$ cat src/rtl/irq_controller_pkg.sv
// rtl/irq_controller_pkg.sv - shared register offsets, FSM encoding and CAUSE layout
package irq_controller_pkg;

  localparam logic [1:0] OFF_IE    = 2'd0;
  localparam logic [1:0] OFF_IP    = 2'd1;
  localparam logic [1:0] OFF_CAUSE = 2'd2;
  localparam logic [1:0] OFF_CTRL  = 2'd3;

  localparam int CAUSE_VALID_BIT = 31;

  typedef enum logic [1:0] {
    ST_IDLE    = 2'd0,
    ST_REQ     = 2'd1,
    ST_SERVICE = 2'd2
  } irq_state_t;

endpackage

$ cat src/rtl/irq_prio_enc.sv
// rtl/irq_prio_enc.sv - fixed-priority encoder, lowest set index wins
module irq_prio_enc #(
  parameter int NSRC = 4
) (
  input  logic [NSRC-1:0] req,
  output logic [2:0]      id,
  output logic            any
);

  always_comb begin
    id  = 3'd0;
    any = |req;
    // Scan high to low so the lowest active index is the last assignment.
    for (int i = NSRC - 1; i >= 0; i--) begin
      if (req[i]) id = 3'(i);
    end
  end

endmodule

$ cat src/rtl/irq_controller.sv
// rtl/irq_controller.sv - memory-mapped edge-triggered interrupt controller for the CPU IRQ line
module irq_controller
  import irq_controller_pkg::*;
#(
  parameter int          NSRC = 4,
  parameter logic [31:0] BASE = 32'h4000_0030
) (
  input  logic            clk,
  input  logic            reset,
  input  logic            MemRd,
  input  logic            MemWr,
  input  logic [31:0]     Addr,
  input  logic [31:0]     WriteData,
  output logic [31:0]     ReadData,
  input  logic [NSRC-1:0] src,
  input  logic            kernel,
  output logic            IRQ
);

  logic [NSRC-1:0] ie, pending, src_d, rise, active, w1c, entry_clr;
  logic            gie, cause_valid, irq_q, any_active, sel, wr;
  logic [2:0]      cause_id, winner;
  irq_state_t      state;
  logic            unused_bits;

  assign sel    = (Addr[31:4] == BASE[31:4]);
  assign wr     = MemWr & sel;
  assign rise   = src & ~src_d;
  assign active = pending & ie;
  assign w1c    = (wr && Addr[3:2] == OFF_IP) ? WriteData[NSRC-1:0] : '0;
  assign IRQ    = irq_q;
  assign unused_bits = ^{Addr[1:0], WriteData};

  irq_prio_enc #(.NSRC(NSRC)) u_prio (
    .req (active),
    .id  (winner),
    .any (any_active)
  );

  always_comb begin
    entry_clr = '0;
    for (int i = 0; i < NSRC; i++) begin
      entry_clr[i] = (state == ST_REQ) && kernel && (winner == 3'(i));
    end
  end

  // Rise is OR'd in last so a same-cycle edge beats any clear.
  always_ff @(posedge clk or negedge reset) begin
    if (!reset) begin
      src_d   <= '0;
      pending <= '0;
      ie      <= '0;
      gie     <= 1'b0;
    end else begin
      src_d   <= src;
      pending <= (pending & ~w1c & ~entry_clr) | rise;
      if (wr && Addr[3:2] == OFF_IE)   ie  <= WriteData[NSRC-1:0];
      if (wr && Addr[3:2] == OFF_CTRL) gie <= WriteData[0];
    end
  end

  always_ff @(posedge clk or negedge reset) begin
    if (!reset) begin
      state       <= ST_IDLE;
      irq_q       <= 1'b0;
      cause_valid <= 1'b0;
      cause_id    <= 3'd0;
    end else begin
      case (state)
        ST_IDLE: begin
          irq_q <= 1'b0;
          if (gie && any_active && !kernel) begin
            state <= ST_REQ;
            irq_q <= 1'b1;
          end
        end
        ST_REQ: begin
          if (kernel) begin
            state       <= ST_SERVICE;
            irq_q       <= 1'b0;
            cause_valid <= 1'b1;
            cause_id    <= winner;
          end else if (!any_active || !gie) begin
            state <= ST_IDLE;
            irq_q <= 1'b0;
          end
        end
        ST_SERVICE: begin
          irq_q <= 1'b0;
          if (!kernel) state <= ST_IDLE;
        end
        default: begin
          state <= ST_IDLE;
          irq_q <= 1'b0;
        end
      endcase
    end
  end

  always_comb begin
    ReadData = 32'h0;
    if (MemRd && sel) begin
      case (Addr[3:2])
        OFF_IE:    ReadData[NSRC-1:0] = ie;
        OFF_IP:    ReadData[NSRC-1:0] = pending;
        OFF_CAUSE: begin
          ReadData[CAUSE_VALID_BIT] = cause_valid;
          ReadData[2:0]             = cause_id;
        end
        OFF_CTRL:  ReadData[0] = gie;
        default:   ReadData = 32'h0;
      endcase
    end
  end

endmodule
$ cat config.mk
export PLATFORM = sky130hd
export DESIGN_NAME = irq_controller
export DESIGN_NICKNAME = d
export VERILOG_FILES = /design/src/rtl/irq_controller_pkg.sv /design/src/rtl/irq_prio_enc.sv /design/src/rtl/irq_controller.sv
export SDC_FILE = /design/constraint.sdc
export NUM_CORES = 1
export LEC_CHECK = 0
export CAP_MARGIN = 20
export CORE_MARGIN = 5
export CORE_UTILIZATION = 35
export CTS_BUF_LIST = sky130_fd_sc_hd__clkbuf_16
export DETAILED_ROUTE_END_ITERATION = 8
export PLACE_DENSITY = 0.92
export SKIP_LAST_GASP = 1
export SYNTH_ARGS = -nofsm -noshare
export SYNTH_HDL_FRONTEND = slang
export SYNTH_SLANG_ARGS = --single-unit
$ cat constraint.sdc
create_clock -name clk -period 4.5 [get_ports clk]
set_input_delay 1.125 -clock clk [delete_from_list [all_inputs] [get_ports clk]]
set_output_delay 1.125 -clock clk [all_outputs]
set_load 0.05 [all_outputs]
# == Word level (Yosys, flattened, before mapping) ==
# Index checks and enable logic that the tools add are counted.
# totals
reg_bits,20
input_bits,73
out_inout_bits,33
wordCells,69
# op_classes
eq_ne,12
muxes,19
bitwise,9
reduce_logical,21
# op_table
cell,count
$mux W32,1
$eq A28 B27 Y1 const B,1
$and A4 B4 Y4,4
$mux W2,8
$not A4 Y4,3
$pmux W2 S3,2
$logic_and A1 B1 Y1,11
$eq A2 B2 Y1 const B,3
$eq A3 B2 Y1 const B,2
$eq A2 B1 Y1 const B,2
$logic_not A2 Y1,2
$mux W1,4
$mux W4,1
$ne A2 B2 Y1 const B,2
$or A4 B4 Y4,1
$pmux W1 S2,2
$pmux W1 S4,1
$reduce_or A4 Y1,1
$eq A3 B1 Y1 const B,1
$logic_not A1 Y1,3
$logic_not A3 Y1,1
$ne A3 B2 Y1 const B,1
$reduce_and A3 Y1,1
$reduce_and A2 Y1,1
2 further kinds,2

# == Longest topological paths before layout ==
# logic_depth
ltp_word,10
depth_mapped,5
mapped_depth_nobuf,4

# == Hierarchy ==
# A second synthesis with hierarchy kept.
# unflattened
cells_unflattened,131
hier_area_um2,1273.7
# by_module_without_submodules
mod,n_inst,cells_each,area_per_inst_um2
irq_controller,1,122,1227.4
irq_prio_enc,1,9,46.3

# == Least setup slack after synthesis ==
# No wires, ideal clock.
# synth_timing
path_kind,input -> output
startpoint,input port Addr[22]
endpoint,output port ReadData[2]
arrival_time_ns,3.056
t_required_ns,3.375
path_slack_ns,0.319
cell_stages,4
path_buffers,0
path_cell_list,nor4b_2 > nand4_2 > or2_2 > nor3_1
# synth_between
elab_chain_len,3
# synth_rtl
element,line_no,rtl
from (decl),irq_controller.sv:12,"input logic [31:0] Addr,"
$eq A28 B27 Y1,irq_controller.sv:26,assign sel = (Addr[31:4] == BASE[31:4]);
$logic_and A1 B1 Y1,irq_controller.sv:102,if (MemRd && sel) begin
$mux W32,irq_controller.sv:102,
to (decl),irq_controller.sv:14,"output logic [31:0] ReadData,"
# No other way between the ends.

# == Worst setup path in the final report ==
# layout_timing
startpoint,input port Addr[7]
endpoint,output port ReadData[2]
# Same word-level chain as after synthesis.

==> out/metrics.yaml <==
run_status:
  status: "finished, final reports clean"
clock_network:
  cts_root_buf: "clkbuf_16"
  htree_num_levels: 1
  clkTransAtPathRegs_ps: 50
  clock_latency_ps: 250
  clockBufferDepth: 2
  cts_tree: "yes"
  clock_sinks: 19
  postCtsResizedCells: 0
  cts_hold_buf: 0
  postCtsSetupBuffers: 0
  cts_made_buffers: 3
routing:
  postRouteAntennaNets: 0
  dr.pass1.iters: 4
  wirelength_mm: 3.061
  wl_per_cell_microns: 13.37
  dr_total_vias: 1035
  drc_errors: 0
  drtIter0Drc: 38
  vias_per_cell: 4.520
finish:
  area_growth_pct: 43.96
  fillers: 337
  drive_gt1_share_pct: 13.81
  multiInputGateArea_sq_um: 650.6
  layout_common_cells: "43 x clkdlybuf4s50_1, 27 x conb_1, 19 x dfrtp_1"
  layoutNonFillerInstCount: 229
  postLayoutCoreUtil_pct: 51.25
  final_common_cell: "clkdlybuf4s50_1"
  final-seq-area_sq_um: 475.5
  num_antenna_cells: 0
  finalNetCount: 255
grt:
  grt.busiest_layer: "met2"
  grt_use_met2_pct: 21.62
  antenna_found_initial: 0
  track_usage_pct: 12.31
  grt_max_degree: 20
  grt_pass1_wl_mm: 4.940
  use_met3_pct: 3.267
  grt_overflow: 0
  first_global_vias: 1073
  use_met1_pct: 14.45
die:
  die_h_microns: 70.56
  chipWidth_microns: 70.56
  num_rows: 22
  core_sq_um: 3606
  start_util_pct: 35.60
  die-area_sq_um: 4979
  num_io_pins: 106
worst_hold_path:
  hp-class: "flip-flop to flip-flop"
run:
  drv_cap: 0
critical_path:
  worstSetupStartpointType: "input pin"
  critPathTopFamily: "simple AND/OR/NAND/NOR gates"
  critPathSlowestCell: "clkdlybuf4s50_1"
  cp-end-kind: "output pin"
  crit_chain: "clkdlybuf4s50_1 > nor4_2 > nand4_1 > or2_2 > nor3_1 > buf_12"
  crit_fanout: 5
  crit_type: "input pin to output pin"
  critPathMaxStageDelay_ps: 410
  cp_data_arrival_time_ps: 2900
  path_buf_inv: 2
  r2r_slack_ps: 2940
  crit_required_ps: 3380
yosys:
  netlist_area_sq_um: 1284
  yosys_most_used_dff: "dfrtp_1"
  synth_seq_area_share_pct: 37.04
  yosysWarningCount: 0
  synth_edf_count: 0
  synthCells: 131
  synth_cell_type_count: 40
  async_flop_share_pct: 100.0
  synth-seq-cells: 19
  syn_area_per_cell_sq_um: 9.799
timing:
  fin_crit_sh_pct: 89.48
  skew_ps: 0.6156
  setup-tns-final_ps: 0
  worstMarginPinSlew_ps: 841.9
  max_freq_mhz: 248.3
  setup_viol: 0
  slew_headroom_pct: 43.70
  fin_ws_ps: 473.3
  layout_min_cycle_time_ps: 4027
  final_max_slew_viol_count: 0
  finalHoldViolations: 0
  rsz0062_at_grt: "false"
power:
  power.switching_w: 0.0001260
  p_per_area_nw_per_um2: 245.9
  leakage_nw: 0.8459
  swShare_pct: 27.74
  comb_power_share_pct: 22.9
  pwr-share-seq_pct: 38.2
  irDropWorstVdd_mv: 0.1065
  p_int_w: 0.0003284
  pwr-share-clk_pct: 38.9
placed_design:
  pre_cts_ws_ps: 436.6
  hpwl_mm: 2.545
  routabilityCongestion: 0.8015
  port_buffers: 48
  place_inst: 225
[metal layers]
layer  wire (microns)  up-vias
li1                 -      504
met1             1198      477
met2             1544       49
met3              275        5
met4               42        0
met5                0        -
[power groups by stage]
stage          Sequential [W]  Combinational (W)  Clock, W
2_1_floorplan        0.000176          0.0000778         0
3_3_place_gp         0.000176           0.000102         0
3_5_place_dp         0.000176           0.000104         0
4_1_cts              0.000173           0.000104  0.000182
5_1_grt              0.000173           0.000110  0.000189
6_report             0.000174           0.000104  0.000177
[cells by family (layout without fill, tap and decap cells)]
group | Yosys count | in the layout | share of synthesized area, %
buf+inv | 41 | 65 | 19.88
compound gates | 17 | 17 | 9.455
xor+xnor | 1 | 1 | 0.6824
other cells | 1 | 27 | 0.2921
mux | 9 | 9 | 9.649
simple gates | 43 | 43 | 23.00
flops | 19 | 19 | 37.04
[state kept, by name, indices dropped and copies added, names as in the netlist]
name and flops:
state 2, ie 4, cause_valid 1, gie 1, pending 4, IRQ 1, cause_id 2, src_d 4
[cell usage after synthesis, types with 2 or more instances]
master    number  area (sq um)
nand4_1        2         12.51
inv_1         12         45.04
and2_1         3         18.77
o22ai_1        3         18.77
nor3_1         7         35.03
o21ai_0        2         10.01
nor4_2         4         50.05
buf_4         27         202.7
clkbuf_1       2         7.510
mux2i_1        3         30.03
dfrtp_1       19         475.5
o31ai_1        2         15.01
nor4b_2        3         45.04
nor2_1         4         15.01
mux2_4         4         60.06
nand2_1       10         37.54
[worst reg2reg max path, cell delays in order, from the launching register on]
cell,delay [ps]
dfrtp_1,410
and2_1,210
o21a_1,220
o41ai_1,430
o22ai_1,150
[metrics by stage]
step | area [sq um] | hold WS [ps] | total power (W)
after floorplan | 1381 | 404.2 | 0.0002540
after global placement | 1769 | 408.7 | 0.0002783
after detailed placement | 1769 | 425.2 | 0.0002803
after CTS | 1848 | 433.1 | 0.0004597
after global routing | 1848 | 448.9 | 0.0004722
final | 1848 | 431.0 | 0.0004544
[final timing paths]
check                                    from              endpoint  cells after the start
min reg2reg                src_d[2]$_DFF_PN0_  pending[2]$_DFF_PN0_                      1
min in group asynchronous               reset    src_d[3]$_DFF_PN0_                      1
max in group asynchronous               reset       gie$_DFFE_PN0P_                      1
max                                   Addr[7]           ReadData[2]                      6
min                        src_d[2]$_DFF_PN0_  pending[2]$_DFF_PN0_                      1
max reg2reg                 ie[2]$_DFFE_PN0P_  pending[3]$_DFF_PN0_                      4
[area by class of cell]
class,instances,area share (%)
Tap cell,48,3.250
Inverter,12,2.437
Clock buffer,3,4.062
Clock inverter,1,0.2031
Timing Repair Buffer,49,29.11
Multi-Input combinational cell,97,35.21
Sequential cell,19,25.73
Power figures use the tool's default switching activity.
